$ cat src/rtl/lcd_fmt_pkg.sv
// Shared definitions for the result-to-LCD formatter: FSM encoding, ASCII
// constants and the fixed text shown when the result is invalid.
package lcd_fmt_pkg;

  typedef enum logic [2:0] {
    ST_IDLE,
    ST_CONVERT,
    ST_CMD,
    ST_DIGITS,
    ST_DONE
  } state_t;

  localparam int          NUM_DIGITS    = 5;
  localparam logic [7:0]  ASCII_ZERO    = 8'h30;
  localparam logic [7:0]  ASCII_SPACE   = 8'h20;
  localparam logic [7:0]  LCD_SET_DDRAM = 8'h80;
  localparam logic [39:0] OVFL_STR      = 40'h4F56464C20;  // "OVFL "

  function automatic logic [7:0] ovfl_char(input logic [2:0] idx);
    case (idx)
      3'd0:    return OVFL_STR[39:32];
      3'd1:    return OVFL_STR[31:24];
      3'd2:    return OVFL_STR[23:16];
      3'd3:    return OVFL_STR[15:8];
      default: return OVFL_STR[7:0];
    endcase
  endfunction

endpackage

$ cat src/rtl/bin2bcd_seq.sv
// Iterative double-dabble: 16-bit binary to 5 BCD digits, one bit per clock.
// bcd_done is high during the 16th iteration; bcd holds its result until the next load.
module bin2bcd_seq (
  input  logic        clk,
  input  logic        rst,
  input  logic        load,
  input  logic [15:0] bin,
  output logic [19:0] bcd,
  output logic        bcd_done
);

  logic [15:0] bin_q, bin_d;
  logic [19:0] bcd_q, bcd_d;
  logic [3:0]  cnt_q, cnt_d;
  logic        active_q, active_d;
  logic [19:0] adj;
  logic [35:0] shifted;

  assign bcd      = bcd_q;
  assign bcd_done = active_q && (cnt_q == 4'd15);

  always_comb begin
    bin_d    = bin_q;
    bcd_d    = bcd_q;
    cnt_d    = cnt_q;
    active_d = active_q;
    adj      = bcd_q;
    shifted  = '0;

    for (int i = 0; i < 5; i++) begin
      if (bcd_q[4*i +: 4] >= 4'd5) begin
        adj[4*i +: 4] = bcd_q[4*i +: 4] + 4'd3;
      end
    end

    if (load) begin
      bin_d    = bin;
      bcd_d    = '0;
      cnt_d    = '0;
      active_d = 1'b1;
    end else if (active_q) begin
      shifted  = {adj, bin_q} << 1;
      bcd_d    = shifted[35:16];
      bin_d    = shifted[15:0];
      cnt_d    = cnt_q + 4'd1;
      if (bcd_done) begin
        active_d = 1'b0;
      end
    end
  end

  always_ff @(posedge clk or posedge rst) begin
    if (rst) begin
      bin_q    <= '0;
      bcd_q    <= '0;
      cnt_q    <= '0;
      active_q <= 1'b0;
    end else begin
      bin_q    <= bin_d;
      bcd_q    <= bcd_d;
      cnt_q    <= cnt_d;
      active_q <= active_d;
    end
  end

endmodule

$ cat src/rtl/result_lcd_formatter.sv
// Formats the 16-bit datapath result as 5 ASCII digits (or "OVFL ") and streams
// an optional DDRAM cursor command plus the digits over a valid/ready byte port.
module result_lcd_formatter
  import lcd_fmt_pkg::*;
#(
  parameter logic [6:0] LCD_ADDR    = 7'h40,
  parameter bit         CMD_EN      = 1'b1,
  parameter bit         BLANK_ZEROS = 1'b1
) (
  input  logic        clk,
  input  logic        rst,
  input  logic        start,
  input  logic [15:0] value,
  input  logic        ovf,
  output logic        busy,
  output logic        done,
  output logic [7:0]  char_data,
  output logic        char_is_cmd,
  output logic        char_valid,
  input  logic        char_ready
);

  state_t      state_q, state_d;
  logic [2:0]  idx_q, idx_d;
  logic        ovf_q, ovf_d;
  logic        seen_q, seen_d;
  logic        conv_load;
  logic [19:0] bcd;
  logic        bcd_done;
  logic [3:0]  cur_digit;
  logic        is_last;

  bin2bcd_seq u_bin2bcd (
    .clk      (clk),
    .rst      (rst),
    .load     (conv_load),
    .bin      (value),
    .bcd      (bcd),
    .bcd_done (bcd_done)
  );

  always_comb begin
    case (idx_q)
      3'd0:    cur_digit = bcd[19:16];
      3'd1:    cur_digit = bcd[15:12];
      3'd2:    cur_digit = bcd[11:8];
      3'd3:    cur_digit = bcd[7:4];
      default: cur_digit = bcd[3:0];
    endcase
  end

  assign is_last = (idx_q == 3'(NUM_DIGITS - 1));

  // Outputs decode straight from registered state, so char_valid never
  // depends on char_ready and drops as soon as rst clears the state.
  always_comb begin
    state_d     = state_q;
    idx_d       = idx_q;
    ovf_d       = ovf_q;
    seen_d      = seen_q;
    conv_load   = 1'b0;
    busy        = 1'b1;
    done        = 1'b0;
    char_valid  = 1'b0;
    char_is_cmd = 1'b0;
    char_data   = 8'h00;

    case (state_q)
      ST_IDLE: begin
        busy = 1'b0;
        if (start) begin
          ovf_d  = ovf;
          idx_d  = '0;
          seen_d = 1'b0;
          if (ovf) begin
            state_d = CMD_EN ? ST_CMD : ST_DIGITS;
          end else begin
            conv_load = 1'b1;
            state_d   = ST_CONVERT;
          end
        end
      end

      ST_CONVERT: begin
        if (bcd_done) begin
          state_d = CMD_EN ? ST_CMD : ST_DIGITS;
        end
      end

      ST_CMD: begin
        char_valid  = 1'b1;
        char_is_cmd = 1'b1;
        char_data   = LCD_SET_DDRAM | {1'b0, LCD_ADDR};
        if (char_ready) begin
          state_d = ST_DIGITS;
        end
      end

      ST_DIGITS: begin
        char_valid = 1'b1;
        if (ovf_q) begin
          char_data = ovfl_char(idx_q);
        end else if (BLANK_ZEROS && !seen_q && (cur_digit == 4'd0) && !is_last) begin
          char_data = ASCII_SPACE;
        end else begin
          char_data = ASCII_ZERO | {4'h0, cur_digit};
        end
        if (char_ready) begin
          seen_d = seen_q | (cur_digit != 4'd0);
          if (is_last) begin
            state_d = ST_DONE;
          end else begin
            idx_d = idx_q + 3'd1;
          end
        end
      end

      ST_DONE: begin
        done    = 1'b1;
        state_d = ST_IDLE;
      end

      default: begin
        busy    = 1'b0;
        state_d = ST_IDLE;
      end
    endcase
  end

  always_ff @(posedge clk or posedge rst) begin
    if (rst) begin
      state_q <= ST_IDLE;
      idx_q   <= '0;
      ovf_q   <= 1'b0;
      seen_q  <= 1'b0;
    end else begin
      state_q <= state_d;
      idx_q   <= idx_d;
      ovf_q   <= ovf_d;
      seen_q  <= seen_d;
    end
  end

endmodule

$ cat config.mk
export PLATFORM = sky130hd
export DESIGN_NAME = result_lcd_formatter
export DESIGN_NICKNAME = d
export VERILOG_FILES = /design/src/rtl/lcd_fmt_pkg.sv /design/src/rtl/bin2bcd_seq.sv /design/src/rtl/result_lcd_formatter.sv
export SDC_FILE = /design/constraint.sdc
export NUM_CORES = 1
export LEC_CHECK = 0
export ABC_AREA = 1
export CAP_MARGIN = 25
export CORE_AREA = 3 3 88 106
export CTS_CLUSTER_DIAMETER = 200
export DETAILED_ROUTE_END_ITERATION = 10
export DIE_AREA = 0 0 91 109
export DONT_BUFFER_PORTS = 1
export SLEW_MARGIN = 15
export SYNTH_ARGS = -nofsm -noshare
export SYNTH_HDL_FRONTEND = slang
export SYNTH_SLANG_ARGS = --single-unit
$ cat constraint.sdc
create_clock -name clk -period 1.8 [get_ports clk]
set_input_delay 0.36 -clock clk [delete_from_list [all_inputs] [get_ports clk]]
set_output_delay 0.36 -clock clk [all_outputs]
set_load 0.1 [all_outputs]
Word-level counts from Yosys, hierarchy flattened
Index checks and enable logic that the tools add are counted.
{ "totals": {"input_bits": 21, "reg_bits": 49, "output_inout_bits": 12} }
{ "classes": {"mux": 40, "bitwise": 1, "add_sub_neg": 7, "n_reduce_logical": 17, "magnitude_cmp": 5, "eq_ne": 15} }
{ "op_table": {"columns": ["operator", "n"], "rows": [
  ["20-bit two-way mux", 2],
  ["16-bit two-way mux", 2],
  ["7-bit one-hot mux with 4 select lines", 1],
  ["3-bit two-way mux", 9],
  ["4-bit two-way mux", 6],
  ["4-bit by 3-bit >= comparator with 1-bit output (second input constant)", 5],
  ["4-bit by 2-bit adder with 4-bit output (second input constant)", 4],
  ["4-bit one-hot mux with 4 select lines", 1],
  ["8-bit one-hot mux with 2 select lines", 1],
  ["3-bit by 2-bit equality test with 1-bit output (second input constant)", 4],
  ["1-bit two-way mux", 12],
  ["2-bit inequality test (second input constant)", 6],
  ["3-bit one-hot mux with 4 select lines", 1],
  ["8-bit two-way mux", 1],
  ["3-bit by 1-bit equality test with 1-bit output (second input constant)", 2],
  ["3-bit equality test (second input constant)", 2],
  ["3-bit logical NOT", 2],
  ["3-bit one-hot mux with 2 select lines", 1],
  ["5-bit two-way mux", 1],
  ["5-bit AND reduction", 1],
  ["4-bit by 1-bit adder with 4-bit output (second input constant)", 1],
  ["4-bit equality test (second input constant)", 1],
  ["4-bit logical NOT", 1],
  ["4-bit AND reduction", 1],
  ["13 further kinds", 17]
]} }

Longest topological paths before layout
Gate-level depths: netlist of the first run.
{ "logic_depth": {"ltp_word": 8, "depth_mapped": 12} }

Cells and area by module
Synthesis of the first run repeated with hierarchy kept, for this count alone.
{ "hier_totals": {"hier_cells": 398, "area_unflattened_um2": 3040.4} }
{ "by_module_without_submodules": {"columns": ["mod", "cells_each", "area_each_um2", "n_inst", "seq_area_each_um2"], "rows": [
  ["bin2bcd_seq", 266, 2224.6, 1, 1026.0],
  ["result_lcd_formatter", 132, 815.8, 1, 200.2]
]} }

Worst setup path after synthesis of the first run
OpenSTA, ideal clock, no wires.
{ "synth_path": {"path_type": "register -> output", "start": "reg state_q[2]", "end": "out char_data[7]", "slack_ps": -1653, "t_arrival_ps": 3093, "t_required_ps": 1440, "stages_incl_launch_ff": 5, "path_cell_list": "dfrtp_1 > nor2_1 > nand2_1 > inv_1 > buf_4"} }
{ "synth_between": {"elab_chain_len": 2, "word_cells_on_any_way": 3, "classes_between": "2 x eq/ne; 1 x mux"} }
{ "synth_rtl": {"columns": ["element", "line_no", "rtl"], "rows": [
  ["start, declared", "result_lcd_formatter.sv:23", "state_t state_q, state_d;"],
  ["start signal, assigned", "result_lcd_formatter.sv:137", "state_q <= state_d;"],
  ["3-bit by 2-bit equality test with 1-bit output", "result_lcd_formatter.sv:68", "case (state_q)"],
  ["8-bit one-hot mux with 2 select lines *", "result_lcd_formatter.sv:68", null],
  ["end, declared", "result_lcd_formatter.sv:17", "output logic [7:0] char_data,"]
]} }
Every way passes the cells marked *; elsewhere a longest branch is shown, timed or not.

Worst setup path in the final report of the first run
{ "layout_path": {"start": "reg idx_q[0]", "end": "out char_data[4]"} }
{ "layout_between": {"elab_chain_len": 8, "word_cells_on_any_way": 14, "classes_between": "4 x eq/ne; 5 x mux; 5 x reduce/logical"} }
{ "layout_rtl": {"columns": ["element", "line_no", "rtl"], "rows": [
  ["start, declared", "result_lcd_formatter.sv:24", "logic [2:0] idx_q, idx_d;"],
  ["start signal, assigned", "result_lcd_formatter.sv:138", "idx_q <= idx_d;"],
  ["3-bit by 2-bit equality test with 1-bit output (tied with other cells)", "lcd_fmt_pkg.sv:20, result_lcd_formatter.sv:43", null],
  ["4-bit one-hot mux with 4 select lines", "result_lcd_formatter.sv:43", "case (idx_q)"],
  ["4-bit logical NOT", "result_lcd_formatter.sv:103", "end else if (BLANK_ZEROS && !seen_q && (cur_digit == 4'd0) && !is_last) begin"],
  ["1-bit logical AND (2 in a row)", "result_lcd_formatter.sv:103", null],
  ["5-bit two-way mux", "result_lcd_formatter.sv:103", null],
  ["8-bit two-way mux *", "result_lcd_formatter.sv:101", "if (ovf_q) begin"],
  ["8-bit one-hot mux with 2 select lines *", "result_lcd_formatter.sv:68", null]
]} }
Marked as above.

==> flow_summary.toml, run 1 <==
[run_status]
status = "finished with violations"
failed_checks = "setup timing"

[global_routing]
grt_max_degree = 21
grt_use_met2_pct = 24.9
grtUsageTotal_pct = 14.3
grt_pass1_vias = 2623
grt_overflow = 0
grt_busiest_layer = "met2"
met3_usage_pct = 2.07
grt_pass1_wl_um = 11800
grt_use_met1_pct = 17.8
antenna_found_initial = 0

[placement]
dp.cells = 506
place_hpwl_um = 5130
gp_congestion = 0.811
port_buffers = 0

[timing]
timing.final.ws_setup_ns = -0.569
fin_crit_sh_pct = 132
finalSetupTns_ns = -3.59
finalSetupViolations = 7
fmax_mhz = 422
fin_crit_ns = 2.37
rsz0062_at_grt = "yes"
report.final.slew_viol_count = 0
tightest_slew_ns = 0.425
final-hold-violation-count = 0
maxSlewHeadroom_pct = 71.6
clock_skew_ns = 0.0169

[drt]
ant_nets = 0
wirelength_um = 6750
routed-via-count = 2554
drc = 0
drt_first_iter_violations = 114
firstDrtPassIters = 4
wire_per_inst_um = 13.0
avgViaCountPerCell = 4.91

[clock_tree]
cts_tree = "yes"
path_clk_slew_ns = 0.10
clkLatencyLatePin_ns = 0.30
cts_buffers = 5
clock_sinks = 49
cts.htree.levels = 2
cts_buffer_depth = 2
cts_root_buf = "clkbuf_8"

[final_layout]
nets = 442
diodes = 0
utilization_pct = 44.9
drive_gt1_share_pct = 25.9
syn_to_final_growth_pct = 27.9
finalNonFillerCells = 520
n_fill_cell = 844

[logic_synthesis]
yosysWarnings = 0
synth_top_area_share_pct = 42.1
synth_area_leader_cell = "dfrtp_1"
synth.cell_area_mm2 = 0.00291
ys_seq_area_share_pct = 42.1
synth.distinct_cells = 32
synth_seq_cells = 49
syn_inst = 363
avgSynthCellArea_um2 = 8.02
syn_nets = 400
yosys-top-cells-area = "dfrtp_1 (42%), nand2_1 (11%), ha_1 (6.9%), inv_1 (6.6%), o21ai_0 (4.8%)"

[worst_setup_path]
worstPathRequired_ns = 1.44
crit_arrival_ns = 2.01
startpoint_type = "register"
cp_max_fo = 6
crit_type = "register to output pin"
worst_setup_path_end_kind = "output pin"

[floorplan]
rows = 36
die_area_mm2 = 0.00992
dieWidth_um = 91
die_h_um = 109
initial_core_util_pct = 35.1
io_pins = 33
coreArea_mm2 = 0.00829

[power]
p_per_area_mw_per_mm2 = 2010
ir_worst_vdd_uv = 997
p_leak_nw = 1.73

[worst_hold_path]
hold_class = "input port to register"

[run]
cap_violations = 0
-- cells in the mapped netlist, drive strengths merged --
| cell | n |
|---|---|
| a21oi | 10 |
| a22o | 1 |
| a22oi | 1 |
| buf | 9 |
| dfrtp | 49 |
| ha | 16 |
| inv | 57 |
| nand2 | 90 |
| nand3 | 23 |
| nand4 | 3 |
| nor2 | 27 |
| nor3 | 1 |
| o211ai | 8 |
| o21ai | 34 |
| o21bai | 1 |
| o221ai | 6 |
| o22ai | 12 |
| o31ai | 1 |
| o32ai | 3 |
| or2 | 1 |
| xor2 | 10 |
-- through the flow --
step / instance area, µm² / setup WS [ns] / hold WS (ns) / power, W
5_1_grt: 3720 / -0.679 / 0.164 / 0.00810
4_1_cts: 3630 / -0.571 / 0.164 / 0.00738
3_3_place_gp: 3470 / -0.246 / 0.268 / 0.00644
3_5_place_dp: 3470 / -0.278 / 0.270 / 0.00654
2_1_floorplan: 3020 / -0.345 / 0.452 / 0.00525
6_report: 3720 / -0.569 / 0.175 / 0.00747
-- layout make-up --
cell class | instances | area (µm²) | share of cell area, %
clock inverters | 2 | 16.3 | 0.437
clock buffers | 6 | 82.6 | 2.22
flip-flops and latches | 49 | 1230 | 33.0
well taps | 114 | 143 | 3.83
repair buffers | 44 | 440 | 11.8
multi-input cells | 248 | 1560 | 41.9
inverters | 57 | 251 | 6.76
-- logic make-up (layout without fill, tap and decap cells) --
kind of cell	after synthesis	count (layout)	share of synthesized area [%]
xor+xnor	10	10	3.01
simple gates	145	145	21.9
flops	49	49	42.1
buf+inv	66	109	9.80
fa+ha+maj	16	16	6.88
compound gates	77	77	16.3
-- state kept, by name, summed over array words and instances (netlist names) --
name	count
idx_q	3
ovf_q	1
seen_q	1
state_q	3
u_bin2bcd.active_q	1
u_bin2bcd.bcd	20
u_bin2bcd.bin_q	16
u_bin2bcd.cnt_q	4
-- report_power, final --
group          switching [W]  total, W  internal [W]
Clock               0.000373  0.000689      0.000317
Sequential          0.000337   0.00191       0.00158
Combinational        0.00306   0.00487       0.00181
Total                0.00377   0.00747       0.00371
-- final timing paths --
kind                                                  end  slack, ns  cells past startpoint                            from
setup / recovery                             char_data[4]      -0.57                     11            idx_q[0]$_DFFE_PP0P_
hold / removal             u_bin2bcd.bin_q[3]$_DFFE_PP0P_       0.17                      2                        value[3]
setup reg to reg             u_bin2bcd.bcd[5]$_DFFE_PP0P_       0.21                      9    u_bin2bcd.bcd[4]$_DFFE_PP0P_
hold reg to reg            u_bin2bcd.bin_q[5]$_DFFE_PP0P_       0.50                      2  u_bin2bcd.bin_q[4]$_DFFE_PP0P_
max in group asynchronous   u_bin2bcd.bcd[13]$_DFFE_PP0P_       0.71                      3                             rst
min in group asynchronous  u_bin2bcd.bin_q[1]$_DFFE_PP0P_       0.50                      2                             rst
-- routing by layer --
| metal | routed length (µm) | vias up | share of wire (%) |
|---|---|---|---|
| met5 | 0 | - | 0 |
| met4 | 204 | 0 | 3.0 |
| met3 | 192 | 17 | 2.8 |
| met2 | 3370 | 44 | 50 |
| met1 | 2980 | 1215 | 44 |
| li1 | - | 1278 | - |
-- cells in the final DEF, fill, tap and decap left out, drive strengths merged --
cell type	Yosys	layout
inv	57	54
o221ai	6	6
buf	9	43
o211ai	8	8
a21oi	10	10
nor3	1	1
bufinv	0	2
o21ai	34	34
or2	1	1
xor2	10	10
nand3	23	23
clkinvlp	0	3
o21bai	1	1
o22ai	12	12
a22o	1	1
nor2	27	27
dfrtp	49	49
nand2	90	90
a22oi	1	1
o31ai	1	1
ha	16	16
clkbuf	0	6
o32ai	3	3
dlygate4sd3	0	1
nand4	3	3
-- what timing repair did --
item | 4_1_cts | 5_1_grt
setup buffers | 1 | 4
hold buffers | 1 | 0
resized for setup | 8 | 17
hold endpoints to repair | 17 | 0
endpoints found under the setup margin | 7 | 11
pin swaps | 7 | 18
-- critical path, stage by stage, from the launching register on --
cell	delay, ns
dfrtp_1	0.41
ha_2	0.21
ha_4	0.19
nand2_2	0.06
nand2_1	0.04
nor2_1	0.10
nand2_1	0.09
nor2_2	0.13
nand4_1	0.11
nor2_2	0.14
nor2_4	0.05
buf_12	0.17
No activity file was read; power rests on OpenSTA's default activity.
==> run 2, diff against run 1 <==
Settings changed: CAP_MARGIN 25 to not set.
==> results of run 2 <==
The final DEF is identical to that of run 1; final timing and power are the same.
==> run 3, diff against run 2 <==
Settings changed: RECOVER_POWER set to 100.
==> flow_summary.toml, run 3 (synthesis gave the netlist of run 1 again) <==
[clock_tree]
clock_sinks = 49
cts_buffers = 5
cts_root_buf = "clkbuf_8"
path_clk_slew_ns = 0.10
cts.htree.levels = 2
clkLatencyLatePin_ns = 0.30
cts_tree = "yes"
cts_buffer_depth = 2

[power]
switching_share_pct = 50.4
p_leak_nw = 1.73
switchingPower_w = 0.00374
sequentialPowerShare_pct = 25.7
internal_power_w = 0.00368
ir_worst_vdd_uv = 991
clockPowerShare_pct = 9.3
combinationalPowerShare_pct = 65.0
p_per_area_mw_per_mm2 = 2020

[final_layout]
final_cell_mix = "nand2_1 (79), dfrtp_1 (48), inv_1 (44)"
largest_reg_flops = 20
utilization_pct = 44.4
drive_gt1_share_pct = 24.6
diodes = 0
n_fill_cell = 853
final_common_cell = "nand2_1"
syn_to_final_growth_pct = 26.6
nets = 442

[timing]
timing.final.ws_setup_ns = -0.572
fin_crit_ns = 2.37
clock_skew_ns = 0.0158
finalSetupTns_ns = -4.57
report.final.slew_viol_count = 0
final-hold-violation-count = 0
fmax_mhz = 422
finalSetupViolations = 31
rsz0062_at_grt = "yes"
maxSlewHeadroom_pct = 49.2
fin_crit_sh_pct = 132
tightest_slew_ns = 0.762

[floorplan]
coreArea_mm2 = 0.00829
rows = 36
dieWidth_um = 91
initial_core_util_pct = 35.1
io_pins = 33
die_area_mm2 = 0.00992
die_h_um = 109

[drt]
ant_nets = 0
firstDrtPassIters = 4
avgViaCountPerCell = 4.92
wire_per_inst_um = 13.0
drc = 0
routed-via-count = 2558
wirelength_um = 6780
drt_first_iter_violations = 112

[placement]
place_hpwl_um = 5130
gp_congestion = 0.811
port_buffers = 0

[global_routing]
grt_pass1_vias = 2623
grtUsageTotal_pct = 14.3
grt_overflow = 0
grt_max_degree = 21
antenna_found_initial = 0
grt_pass1_wl_um = 11800

[worst_setup_path]
cp_max_fo = 6
crit_arrival_ns = 2.01
crit_type = "register to output pin"
startpoint_type = "register"
worstPathRequired_ns = 1.44
worst_setup_path_end_kind = "output pin"
reg2reg_depth = 8

[run_status]
failed_checks = "setup timing"
status = "finished with violations"

[run]
cap_violations = 0

[worst_hold_path]
hold_class = "input port to register"
whs_path_depth = 2
-- run 3: area by class of cell --
| type | count | area, µm² | share of cell area [%] |
|---|---|---|---|
| Clock buffer | 6 | 82.6 | 2.24 |
| Clock inverter | 2 | 16.3 | 0.442 |
| Inverter | 57 | 251 | 6.83 |
| Multi-Input combinational cell | 248 | 1530 | 41.5 |
| Sequential cell | 49 | 1230 | 33.3 |
| Tap cell | 114 | 143 | 3.87 |
| Timing Repair Buffer | 44 | 435 | 11.8 |
-- run 3: what timing repair did --
item                                    in CTS  in global routing
hold endpoints to repair                    17                  0
gates resized for setup                      8                 17
pin swaps                                    7                 18
setup buffers                                1                  4
endpoints found under the setup margin       7                 11
hold buffers                                 1                  0
-- run 3: worst paths after layout --
kind | start | to | slack, ns
worst min register to register | u_bin2bcd.bin_q[4]$_DFFE_PP0P_ | u_bin2bcd.bin_q[5]$_DFFE_PP0P_ | 0.50
worst min-delay path | value[3] | u_bin2bcd.bin_q[3]$_DFFE_PP0P_ | 0.17
worst max-delay path | idx_q[0]$_DFFE_PP0P_ | char_data[4] | -0.57
worst max register to register | state_q[1]$_DFFE_PP0P_ | u_bin2bcd.bin_q[15]$_DFFE_PP0P_ | -0.08
min in group asynchronous | rst | u_bin2bcd.bin_q[1]$_DFFE_PP0P_ | 0.62
max in group asynchronous | rst | u_bin2bcd.bcd[12]$_DFFE_PP0P_ | 0.26
-- run 3: through the flow --
step / power [W] / hold WS [ns] / cell area (µm²) / setup slack [ns] / std cells
6_report: 0.00743 / 0.175 / 3680 / -0.572 / 520
5_1_grt: 0.00804 / 0.164 / 3680 / -0.679 / 520
4_1_cts: 0.00738 / 0.164 / 3630 / -0.571 / 516
3_5_place_dp: 0.00654 / 0.270 / 3470 / -0.278 / 506
3_3_place_gp: 0.00644 / 0.268 / 3470 / -0.246 / 506
2_1_floorplan: 0.00525 / 0.452 / 3020 / -0.345 / 363
-- run 3: power groups by stage --
stage	registers (W)	logic [W]	clock network (W)
6_report	0.00191	0.00483	0.000691
5_1_grt	0.00197	0.00530	0.000771
4_1_cts	0.00191	0.00475	0.000724
3_5_place_dp	0.00193	0.00461	0
3_3_place_gp	0.00192	0.00452	0
2_1_floorplan	0.00189	0.00336	0
-- run 3: worst max-delay path, cell delays in order (launching register included) --
cell     delay [ns]
dfrtp_1        0.42
ha_2           0.21
ha_4           0.19
nand2_2        0.06
nand2_1        0.04
nor2_1         0.10
nand2_1        0.10
nor2_2         0.13
nand4_1        0.11
nor2_2         0.14
nor2_4         0.05
buf_12         0.17
-- run 3: metal layers --
| layer | part of all wire [%] | track usage, % |
|---|---|---|
| met1 | 45 | 17.8 |
| met2 | 50 | 24.9 |
| met3 | 2.6 | 2.07 |
| met4 | 3.2 | 6.14 |
| met5 | 0 | 0 |
